==> src/rtl/seg7_num_display_if.sv <==
// rtl/seg7_num_display_if.sv - load/result bundle between the result register and the HEX display driver.
interface seg7_num_display_if #(
  parameter int DIGITS = 4,
  parameter int WIDTH  = 14
);
  logic                  load;
  logic [WIDTH-1:0]      value;
  logic                  signed_mode;
  logic                  lz_blank;
  logic [0:7*DIGITS-1]   hex;
  logic                  busy;
  logic                  done;
  logic                  overflow;

  modport master (
    output load, value, signed_mode, lz_blank,
    input  hex, busy, done, overflow
  );

  modport slave (
    input  load, value, signed_mode, lz_blank,
    output hex, busy, done, overflow
  );
endinterface

==> src/rtl/seg7_num_display.sv <==
// rtl/seg7_num_display.sv - binary to multi-digit seven-segment driver using an iterative double-dabble engine.
module seg7_num_display #(
  parameter int DIGITS = 4,
  parameter int WIDTH  = 14
) (
  input  logic               clk,
  input  logic               rst_n,
  seg7_num_display_if.slave  bus
);

  function automatic int calc_nbcd(input int w);
    longint unsigned v;
    int n;
    v = (64'd1 << w) - 64'd1;
    n = 0;
    while (v != 0) begin
      v = v / 10;
      n = n + 1;
    end
    return n;
  endfunction

  localparam int NBCD = calc_nbcd(WIDTH);
  localparam int CW   = $clog2(WIDTH + 1);
  localparam logic [WIDTH-1:0] ONE = {{(WIDTH-1){1'b0}}, 1'b1};
  localparam logic [6:0] SEG_MINUS = 7'b0111111;
  localparam logic [6:0] SEG_OFF   = 7'b1111111;

  typedef enum logic [1:0] {IDLE, SHIFT, FORMAT} state_t;

  // Bit 0 of each code is segment a; all codes are active-low.
  function automatic logic [6:0] seg_code(input logic [3:0] nib);
    case (nib)
      4'd0:    seg_code = 7'b1000000;
      4'd1:    seg_code = 7'b1111001;
      4'd2:    seg_code = 7'b0100100;
      4'd3:    seg_code = 7'b0110000;
      4'd4:    seg_code = 7'b0011001;
      4'd5:    seg_code = 7'b0010010;
      4'd6:    seg_code = 7'b0000010;
      4'd7:    seg_code = 7'b1111000;
      4'd8:    seg_code = 7'b0000000;
      4'd9:    seg_code = 7'b0011000;
      default: seg_code = SEG_OFF;
    endcase
  endfunction

  state_t                state_q, state_d;
  logic [4*NBCD-1:0]     bcd_q, bcd_d;
  logic [WIDTH-1:0]      mag_q, mag_d;
  logic [CW-1:0]         cnt_q, cnt_d;
  logic                  neg_q, neg_d;
  logic                  lzb_q, lzb_d;
  logic [0:7*DIGITS-1]   hex_q, hex_d;
  logic                  ovf_q, ovf_d;
  logic                  done_q, done_d;

  logic [4*NBCD-1:0]     bcd_adj;
  logic [0:7*DIGITS-1]   hex_fmt;
  logic                  ovf_fmt;
  logic [3:0]            nib;
  logic [6:0]            seg;
  int                    msn;

  // Add-3 correction applied before each shift.
  always_comb begin
    bcd_adj = bcd_q;
    for (int i = 0; i < NBCD; i++) begin
      if (bcd_q[4*i +: 4] >= 4'd5) bcd_adj[4*i +: 4] = bcd_q[4*i +: 4] + 4'd3;
    end
  end

  // Final formatting from the completed BCD accumulator; a negative value reserves the top digit for minus.
  always_comb begin
    ovf_fmt = 1'b0;
    msn     = 0;
    nib     = 4'd0;
    seg     = SEG_OFF;
    hex_fmt = '1;
    for (int i = 0; i < NBCD; i++) begin
      nib = bcd_q[4*i +: 4];
      if (nib != 4'd0) begin
        msn = i;
        if (neg_q ? (i >= DIGITS - 1) : (i >= DIGITS)) ovf_fmt = 1'b1;
      end
    end
    for (int d = 0; d < DIGITS; d++) begin
      nib = 4'(bcd_q >> (4 * d));
      if (ovf_fmt) begin
        seg = SEG_MINUS;
      end else if (lzb_q && d > msn) begin
        seg = (neg_q && d == msn + 1) ? SEG_MINUS : SEG_OFF;
      end else if (!lzb_q && neg_q && d == DIGITS - 1) begin
        seg = SEG_MINUS;
      end else begin
        seg = seg_code(nib);
      end
      for (int k = 0; k < 7; k++) hex_fmt[7*d + k] = seg[k];
    end
  end

  always_comb begin
    state_d = state_q;
    bcd_d   = bcd_q;
    mag_d   = mag_q;
    cnt_d   = cnt_q;
    neg_d   = neg_q;
    lzb_d   = lzb_q;
    hex_d   = hex_q;
    ovf_d   = ovf_q;
    done_d  = 1'b0;
    case (state_q)
      IDLE: begin
        if (bus.load) begin
          neg_d   = bus.signed_mode & bus.value[WIDTH-1];
          mag_d   = neg_d ? (~bus.value + ONE) : bus.value;
          lzb_d   = bus.lz_blank;
          bcd_d   = '0;
          cnt_d   = CW'(WIDTH);
          state_d = SHIFT;
        end
      end
      SHIFT: begin
        {bcd_d, mag_d} = {bcd_adj, mag_q} << 1;
        cnt_d = cnt_q - CW'(1);
        if (cnt_q == CW'(1)) state_d = FORMAT;
      end
      FORMAT: begin
        hex_d   = hex_fmt;
        ovf_d   = ovf_fmt;
        done_d  = 1'b1;
        state_d = IDLE;
      end
      default: state_d = IDLE;
    endcase
  end

  always_ff @(posedge clk or negedge rst_n) begin
    if (!rst_n) begin
      state_q <= IDLE;
      bcd_q   <= '0;
      mag_q   <= '0;
      cnt_q   <= '0;
      neg_q   <= 1'b0;
      lzb_q   <= 1'b0;
      hex_q   <= '1;
      ovf_q   <= 1'b0;
      done_q  <= 1'b0;
    end else begin
      state_q <= state_d;
      bcd_q   <= bcd_d;
      mag_q   <= mag_d;
      cnt_q   <= cnt_d;
      neg_q   <= neg_d;
      lzb_q   <= lzb_d;
      hex_q   <= hex_d;
      ovf_q   <= ovf_d;
      done_q  <= done_d;
    end
  end

  assign bus.hex      = hex_q;
  assign bus.busy     = (state_q != IDLE);
  assign bus.done     = done_q;
  assign bus.overflow = ovf_q;

endmodule

==> src/flat_wrapper.sv <==
// flat-port wrapper written by rule: the top's interface ports become plain ports
module seg7_num_display_flat 
#(
  parameter int DIGITS = 4,
  parameter int WIDTH  = 14
)
  (clk, rst_n, bus_load, bus_value, bus_signed_mode, bus_lz_blank, bus_hex, bus_busy, bus_done, bus_overflow);
  seg7_num_display_if #(.DIGITS(DIGITS), .WIDTH(WIDTH)) bus_i ();
  input  logic clk;
  input  logic rst_n;
  input wire logic [$bits(bus_i.load)-1:0] bus_load;
  input wire logic [$bits(bus_i.value)-1:0] bus_value;
  input wire logic [$bits(bus_i.signed_mode)-1:0] bus_signed_mode;
  input wire logic [$bits(bus_i.lz_blank)-1:0] bus_lz_blank;
  output wire logic [$bits(bus_i.hex)-1:0] bus_hex;
  output wire logic [$bits(bus_i.busy)-1:0] bus_busy;
  output wire logic [$bits(bus_i.done)-1:0] bus_done;
  output wire logic [$bits(bus_i.overflow)-1:0] bus_overflow;
  assign bus_i.load = bus_load;
  assign bus_i.value = bus_value;
  assign bus_i.signed_mode = bus_signed_mode;
  assign bus_i.lz_blank = bus_lz_blank;
  assign bus_hex = bus_i.hex;
  assign bus_busy = bus_i.busy;
  assign bus_done = bus_i.done;
  assign bus_overflow = bus_i.overflow;
  seg7_num_display #(.DIGITS(DIGITS), .WIDTH(WIDTH)) u_core (.clk(clk), .rst_n(rst_n), .bus(bus_i));
endmodule
==> config.mk <==
export PLATFORM = sky130hd
export DESIGN_NAME = seg7_num_display_flat
export DESIGN_NICKNAME = d
export VERILOG_FILES = /design/src/rtl/seg7_num_display_if.sv /design/src/rtl/seg7_num_display.sv /design/src/flat_wrapper.sv
export SDC_FILE = /design/constraint.sdc
export NUM_CORES = 1
export LEC_CHECK = 0
export CAP_MARGIN = 10
export CORE_ASPECT_RATIO = 1.25
export CORE_UTILIZATION = 60
export DETAILED_ROUTE_END_ITERATION = 8
export PLACE_DENSITY_LB_ADDON = 0.12
export RECOVER_POWER = 100
export SKIP_LAST_GASP = 1
export SYNTH_ARGS = -nofsm -noshare
export SYNTH_HDL_FRONTEND = slang
export SYNTH_SLANG_ARGS = --single-unit
==> constraint.sdc <==
create_clock -name clk -period 6.32 [get_ports clk]
set_input_delay 1.896 -clock clk [delete_from_list [all_inputs] [get_ports clk]]
set_output_delay 1.896 -clock clk [all_outputs]
set_load 0.02 [all_outputs]
Word level (Yosys, flattened, before mapping)
Memory sizes are Yosys's and may differ from the RTL's.
Cells that the tools add are included.

operators by class
  add/subtract/negate cells = 8
  $lt $le $gt $ge = 9
  equal/unequal tests = 8
  multiplexer cells = 37
  bitwise gates (word level) = 2
  reductions and logical operators = 21

operators by type and width
  operator               count
  $mux 32                3
  $mux 7                 13
  $eq 3x32->1 const A    2
  $gt 3x32->1 const A    2
  $pmux 20 s2            1
  $add 32x2->32 const B  1
  $eq 2x32->1 const A    1
  $gt 1x32->1 const A    1
  $gt 2x32->1 const A    1
  $logic_not 32->1       1
  $mux 14                2
  $pmux 14 s2            1
  $ge 4x3->1 const B     5
  $mux 20                1
  $mux 4                 5
  $add 4x2->4 const B    4
  $reduce_bool 4->1      4
  $add 14x1->14 const B  1
  $not 14->14            1
  $logic_and 1x1->1      9
  $pmux 4 s2             1
  $mux 1                 6
  $reduce_and 2->1       3
  $eq 4x1->1 const B     1
  13 further kinds       15

storage, ports and cells
  bits in registers = 72
  memory bits (read-only) = 448
  input bits = 19
  word-level logic and storage cells = 98
  memories = 4

memories
  memory            words  width  read ports  clocked after memory_dff  write ports  line                    RTL
  (name not given)  16     7      1           0                         0            seg7_num_display.sv:33  case (nib)
  (name not given)  16     7      1           0                         0            seg7_num_display.sv:33
  (name not given)  16     7      1           0                         0            seg7_num_display.sv:33
  (name not given)  16     7      1           0                         0            seg7_num_display.sv:33

Depth between registers and ports, before layout
Gate-level depths: netlist of the first run.

  depth after elaboration = 11
  mapped depth = 7

Worst setup path after synthesis of the first run
OpenSTA, ideal clock, no wires.

  path kind = input to register
  from = input bus_value[0]
  to = register u_core.mag_q[6]
  setup time = 0.094 ns
  arrival time = 2.939 ns
  slack = 3.287 ns
  cell stages on the path = 6
  path buffers = 0
  path through = inv_1 > ha_1 > nor3b_1 > a21oi_1 > xnor2_1 > a211oi_1

between the ends
  word-level cells in the longest chain between the ends = 5

ends and longest elaborated chain
  what                  line                     RTL
  start, declared       flat_wrapper.sv:12       input wire logic [$bits(bus_i.value)-1:0] bus_value;
  $not 14->14           seg7_num_display.sv:116  mag_d = neg_d ? (~bus.value + ONE) : bus.value;
  $add 14x1->14         seg7_num_display.sv:116
  $mux 14               seg7_num_display.sv:116
  $mux 14               seg7_num_display.sv:114  if (bus.load) begin
  $pmux 14 s2           seg7_num_display.sv:112  case (state_q)
  end signal, assigned  seg7_num_display.sv:152  mag_q <= mag_d;
  end, declared         seg7_num_display.sv:50   logic [WIDTH-1:0] mag_q, mag_d;

No other way between the ends. The select of a mux whose other input is x is not followed.
A chain may end at the register's enable or synchronous reset.

Worst setup path in the final report of the first run
  from = input bus_load
  to = register u_core.mag_q[12]

between the ends
  word-level cells in the longest chain between the ends = 2

ends and longest elaborated chain
  what                        line                RTL
  start, declared             flat_wrapper.sv:11  input wire logic [$bits(bus_i.load)-1:0] bus_load;
  $ne 2x2->1 (no line)        -
  $reduce_and 2->1 (no line)  -

No other way between the ends.

==> results of run 1 <==
-- metal layers --
| metal | part of all wire [%] | vias to the layer above |
|---|---|---|
| met5 | 0 | - |
| met4 | 1.8 | 0 |
| met3 | 3.8 | 15 |
| met2 | 50 | 77 |
| met1 | 44 | 1602 |
| li1 | - | 1652 |
-- flip-flops by register name (all words and copies together), names as in the netlist --
signal	count
u_core.bus.hex	28
u_core.bus.done	1
u_core.state_q	2
u_core.neg_q	1
u_core.bus.overflow	1
u_core.cnt_q	4
u_core.lzb_q	1
u_core.bcd_q	20
u_core.mag_q	14
-- through the flow --
step	util [%]	total power, mW	hold slack, ns	instances
after global routing	73.2	2.65	0.520	574
final	73.2	2.44	0.487	574
after CTS	73.4	2.48	0.499	574
after detailed placement	70.2	2.09	0.487	558
after floorplan	-	1.75	0.450	441
after global placement	70.2	2.04	0.476	558
-- final timing paths --
check | from | end | depth (start not counted)
setup / recovery | bus_load | u_core.mag_q[12] | 5
hold / removal | u_core.bus.hex[6] | u_core.bus.hex[6] | 2
setup reg to reg | u_core.bcd_q[12] | u_core.bus.hex[9] | 6
hold reg to reg | u_core.bus.hex[6] | u_core.bus.hex[6] | 2
max in group asynchronous | rst_n | u_core.mag_q[12] | 2
min in group asynchronous | rst_n | u_core.bcd_q[14] | 2
-- area by class of cell --
class | instances | area share (%)
Sequential cell | 72 | 38.0
Tap cell | 87 | 2.25
Multi-Input combinational cell | 324 | 43.3
Clock inverter | 3 | 0.828
Clock buffer | 13 | 3.49
Inverter | 24 | 1.86
Timing Repair Buffer | 51 | 10.3
-- cells in the final DEF, fill, tap and decap left out, drive strengths merged, types with 2 or more instances in the layout --
| cell | Yosys | final |
|---|---|---|
| a211oi | 4 | 4 |
| a21boi | 2 | 2 |
| a21o | 3 | 3 |
| a21oi | 36 | 36 |
| a22o | 5 | 5 |
| a22oi | 10 | 10 |
| a31oi | 10 | 10 |
| and3 | 2 | 2 |
| buf | 4 | 2 |
| clkbuf | 17 | 14 |
| clkdlybuf4s50 | 0 | 15 |
| clkinv | 1 | 3 |
| dfrtp | 44 | 44 |
| dfstp | 28 | 28 |
| dlygate4sd3 | 0 | 33 |
| ha | 25 | 25 |
| inv | 23 | 23 |
| mux2 | 3 | 3 |
| mux2i | 8 | 8 |
| nand2 | 29 | 29 |
| nand2b | 11 | 11 |
| nand3 | 3 | 3 |
| nor2 | 43 | 43 |
| nor2b | 2 | 2 |
| nor3 | 5 | 5 |
| nor3b | 9 | 9 |
| nor4 | 5 | 5 |
| o21a | 2 | 2 |
| o21ai | 44 | 44 |
| o22a | 6 | 6 |
| o22ai | 17 | 17 |
| o31ai | 2 | 2 |
| or2 | 2 | 2 |
| or3b | 3 | 3 |
| xnor2 | 21 | 21 |
-- power groups by stage --
stage	sequential (mW)	combinational (mW)	clock, mW
after CTS	0.906	1.19	0.390
after detailed placement	0.912	1.18	0
after floorplan	0.895	0.851	0
after global routing	0.944	1.29	0.408
final	0.906	1.15	0.385
after global placement	0.904	1.14	0
-- worst max-delay path, delay by kind of cell --
kind            cells  cell delay, ns
compound gates      3            1.17
buf+inv             2            1.02
-- cells by family (layout without fill, tap and decap cells) --
kind of cell | count (synthesis) | count (layout) | synth area share (%)
buffers and inverters | 45 | 91 | 4.29
AND/OR/NAND/NOR | 120 | 120 | 14.4
AO/OA/AOI/OAI | 147 | 147 | 21.8
multiplexers | 11 | 11 | 2.77
flip-flops | 72 | 72 | 44.6
XOR/XNOR | 21 | 21 | 4.47
adder cells (fa/ha/maj) | 25 | 25 | 7.60
==> results.py, run 1 <==
metrics = {
    "status": {
        "status": "complete, but fails checks",
        "violations": "max-capacitance violations, max-slew violations",
    },
    "yosys": {
        "ys_types": 50,
        "synthesis.instances": 441,
        "avgSynthCellArea_um2": 9.33,
        "yosys_warnings": 0,
        "synth_edf_count": 0,
        "ys_ff_latch": 72,
        "synthTopCellsByArea": "dfrtp_1, dfstp_2, ha_1, o21ai_0, xnor2_1",
        "ys.flop_type": "dfrtp_1",
        "synthArstFlopShare_pct": 100,
        "syn-num-nets": 485,
        "synth_top_area_share_pct": 26.8,
        "yosysMostFrequentCell": "dfrtp_1",
        "yosysTopAreaCell": "dfrtp_1",
        "syn_area_um2": 4110,
        "yosysSeqAreaShare_pct": 44.6,
        "synth_commonest_cells": "dfrtp_1, nor2_1, o21ai_0",
    },
    "grt": {
        "grt_max_degree": 73,
        "busiest_layer": "met2",
        "grt_pass1_wl_mm": 15.1,
        "antenna_found_initial": 0,
        "grt_usage_pct": 26.8,
        "use_met1_pct": 32.8,
        "grt_overflow_total": 0,
        "grt_use_met2_pct": 46.7,
        "met3_usage_pct": 5.31,
        "grt_pass1_vias": 3269,
    },
    "floorplan": {
        "dieWidth_um": 76.1,
        "initial_utilization_pct": 62.3,
        "rows": 33,
        "dieArea_um2": 7190,
        "num_io_pins": 50,
        "dieHeight_um": 94.6,
        "coreArea_um2": 6610,
    },
    "critical_path": {
        "critPathCaptureType": "register",
        "crit_path_max_incr_delay_ns": 0.91,
        "regToRegSetupSlack_ns": 3.45,
        "cp_common_cell": "o21ai_0",
        "crit_chain": "dlygate4sd3_1, o21ai_0, clkbuf_1, a22oi_1, o21ai_0",
        "slowest_stage": "o21ai_0",
        "cp-start-kind": "primary input",
        "cp.required_ns": 6.58,
        "path_max_fanout": 9,
        "cp_data_arrival_time_ns": 4.09,
        "critical_path_class": "primary input to register",
    },
    "drt": {
        "drt_pass1_iterations": 4,
        "drc": 0,
        "vias_per_cell": 5.83,
        "via_count": 3346,
        "avgRoutedWirePerCell_um": 15.2,
        "antenna_left": 0,
        "routed_wl_mm": 8.75,
        "drt_iter0_drc": 188,
    },
    "pwr": {
        "power.leakage_nw": 1.96,
        "combPwrFrac_pct": 47.2,
        "power_per_cell_area_nw_per_um2": 506,
        "switching_share_pct": 41.6,
        "internal-power_mw": 1.43,
        "p_switching_mw": 1.02,
        "p_seq_share_pct": 37.1,
        "pwr-share-clk_pct": 15.8,
        "peakVddDrop_mv": 0.287,
    },
    "sta": {
        "tightest_slew_ns": 1.69,
        "setup_violations": 0,
        "max-slew-margin-rel_pct": -13.0,
        "finalCritPeriodShare_pct": 60.5,
        "finalWorstSetupSlack_ns": 2.49,
        "rsz0062_at_grt": "no",
        "clock.fmax_mhz": 261,
        "final.setup_skew_ns": 0.00934,
        "hold_viol_final": 0,
        "final.setup.tns_ns": 0,
        "drv_slew": 25,
        "period_minus_slack_ns": 3.83,
    },
    "layout": {
        "antenna_cells": 0,
        "fillCellCount": 526,
        "final-seq-area_um2": 1840,
        "final_area_um2": 4830,
        "drive_gt1_share_pct": 10.7,
        "layout.nets": 526,
        "area_growth_pct": 17.5,
        "multi_input_area_um2": 2090,
    },
    "run": {
        "cap_violations": 1,
    },
    "clock_tree": {
        "cts_root_buf": "clkbuf_8",
        "hold_buffers": 0,
        "cts_setup_buffers": 0,
        "clkTransAtPathRegs_ns": 0.08,
        "clock_sinks": 72,
        "numCtsBuffers": 9,
        "cts_resized": 0,
        "h-tree-depth": 3,
        "clk_latency_ns": 0.36,
        "clockBufferDepth": 2,
        "cts_tree": "built",
    },
    "placement": {
        "routabilityCongestion": 0.830,
        "post-place-ws_ns": 2.49,
        "placed_cell_area_um2": 4640,
        "hpwl_mm": 6.16,
        "io_buffer_count": 49,
    },
    "hold_path": {
        "hold_path_class": "register to register",
    },
}
(Power assumes the default switching activity.)
==> run 2: changes to the inputs <==
CORE_UTILIZATION = 56   (was 60)
clock period = 3.6 ns   (was 6.32 ns; I/O delays follow)
==> run 2 against run 1 <==
Against the previous run: the flow still finishes with violations (max-capacitance violations, max-slew violations); first-iteration DRC count grew 41%; worst hold slack gained 0.0092 ns; combinational power grew 76%; largest cell class unchanged; power grew 70%; flip-flop and latch count is the same; die area grew 7.0%; largest power group unchanged; register-to-register slack lost 2.8 ns; cell count grew 0.87%.
==> results.py, run 2 (synthesis gave the netlist of run 1 again) <==
metrics = {
    "status": {
        "status": "complete, but fails checks",
        "violations": "max-capacitance violations, max-slew violations",
    },
    "floorplan": {
        "num_io_pins": 50,
        "dieWidth_um": 78.7,
        "rows": 34,
        "initial_utilization_pct": 58.6,
        "coreArea_um2": 7020,
        "dieHeight_um": 97.8,
        "dieArea_um2": 7700,
    },
    "pwr": {
        "power_per_cell_area_nw_per_um2": 866,
        "peakVddDrop_mv": 0.478,
        "power.leakage_nw": 1.94,
        "power_mw": 4.16,
    },
    "sta": {
        "drv_slew": 73,
        "setup_violations": 0,
        "tightest_slew_ns": 1.72,
        "final.setup.tns_ns": 0,
        "whs_ns": 0.497,
        "max-slew-margin-rel_pct": -14.7,
        "rsz0062_at_grt": "no",
        "finalCritPeriodShare_pct": 83.2,
        "hold_viol_final": 0,
        "final.setup_skew_ns": 0.00808,
        "clock.fmax_mhz": 334,
        "period_minus_slack_ns": 2.99,
    },
    "critical_path": {
        "cp-start-kind": "register",
        "critical_path_class": "register to register",
        "cp_data_arrival_time_ns": 3.25,
        "cp.required_ns": 3.85,
        "critPathCaptureType": "register",
        "path_max_fanout": 9,
    },
    "layout": {
        "layout_common_cells": "o21ai_0, dfrtp_1, nor2_1",
        "largest_reg_flops": 28,
        "drive_gt1_share_pct": 10.2,
        "fillCellCount": 611,
        "layout.nets": 529,
        "antenna_cells": 0,
        "area_growth_pct": 16.8,
    },
    "clock_tree": {
        "hold_buffers": 0,
        "clock_sinks": 72,
        "clk_latency_ns": 0.34,
        "cts_setup_buffers": 0,
        "cts_tree": "built",
        "h-tree-depth": 3,
        "clkTransAtPathRegs_ns": 0.07,
        "numCtsBuffers": 9,
        "clockBufferDepth": 2,
        "cts_resized": 0,
        "cts_root_buf": "clkbuf_8",
    },
    "grt": {
        "grt_overflow_total": 0,
        "grt_usage_pct": 25.4,
        "antenna_found_initial": 0,
        "grt_pass1_vias": 3322,
        "grt_pass1_wl_mm": 15.3,
        "grt_max_degree": 73,
    },
    "run": {
        "cap_violations": 1,
    },
    "drt": {
        "vias_per_cell": 5.83,
        "routed_wl_mm": 8.80,
        "drt_iter0_drc": 265,
        "drc": 0,
        "drt_pass1_iterations": 4,
        "antenna_left": 0,
        "via_count": 3373,
        "avgRoutedWirePerCell_um": 15.2,
    },
    "placement": {
        "hpwl_mm": 6.25,
        "io_buffer_count": 49,
        "routabilityCongestion": 0.856,
    },
    "hold_path": {
        "hold_path_class": "register to register",
    },
}
## run 2: cell count changes in the layout (fill, tap and decap cells not counted), sizes merged
cell / before / now
buf: 2 / 3
clkinv: 3 / 2
bufinv: 1 / 0
clkbuf: 14 / 17
## run 2: worst paths after layout
kind | startpoint | end | slack, ns | cells past startpoint
min in group asynchronous | rst_n | u_core.bcd_q[15] | 1.28 | 2
max in group asynchronous | rst_n | u_core.mag_q[1] | 1.29 | 2
setup / recovery | u_core.bcd_q[12] | u_core.bus.hex[8] | 0.61 | 6
hold / removal | u_core.mag_q[0] | u_core.mag_q[0] | 0.50 | 2
hold reg to reg | u_core.mag_q[0] | u_core.mag_q[0] | 0.50 | 2
setup reg to reg | u_core.bcd_q[12] | u_core.bus.hex[8] | 0.61 | 6
## run 2: layout make-up
class / count / area, um^2 / share of cell area [%]
Clock buffer: 14 / 153 / 3.18
Clock inverter: 1 / 5.00 / 0.104
Inverter: 24 / 90.1 / 1.88
Multi-Input combinational cell: 324 / 2090 / 43.6
Sequential cell: 72 / 1840 / 38.2
Tap cell: 90 / 113 / 2.34
Timing Repair Buffer: 54 / 513 / 10.7
## run 2: routing by layer
layer  routed length, um  global-route usage (%)  vias up
met4                 133                    9.40        0
li1                    -                       -     1664
met3                 301                    5.89       10
met1                3850                    30.9     1619
met5                   0                       0        -
met2                4520                    43.4       80
## run 2: stage by stage
| step | instances | area, um^2 | setup slack (ns) | util, % |
|---|---|---|---|---|
| global route | 579 | 4800 | 0.475 | 68.4 |
| finish | 579 | 4800 | 0.605 | 68.4 |
| global placement | 564 | 4660 | 0.704 | 66.4 |
| floorplan | 441 | 4110 | 1.38 | - |
| CTS | 579 | 4820 | 0.859 | 68.7 |
| detailed placement | 564 | 4660 | 0.550 | 66.4 |
## run 2: worst max-delay path: stages (launching register included)
cell	delay [ns]
dfrtp_1	0.44
inv_1	0.16
ha_1	0.32
or3b_1	0.43
a211oi_1	1.06
o21a_1	0.37
a31oi_1	0.12
## run 2: power by group
group	internal, mW	switching [mW]
Combinational	0.927	1.10
Clock	0.266	0.279
Sequential	1.21	0.385
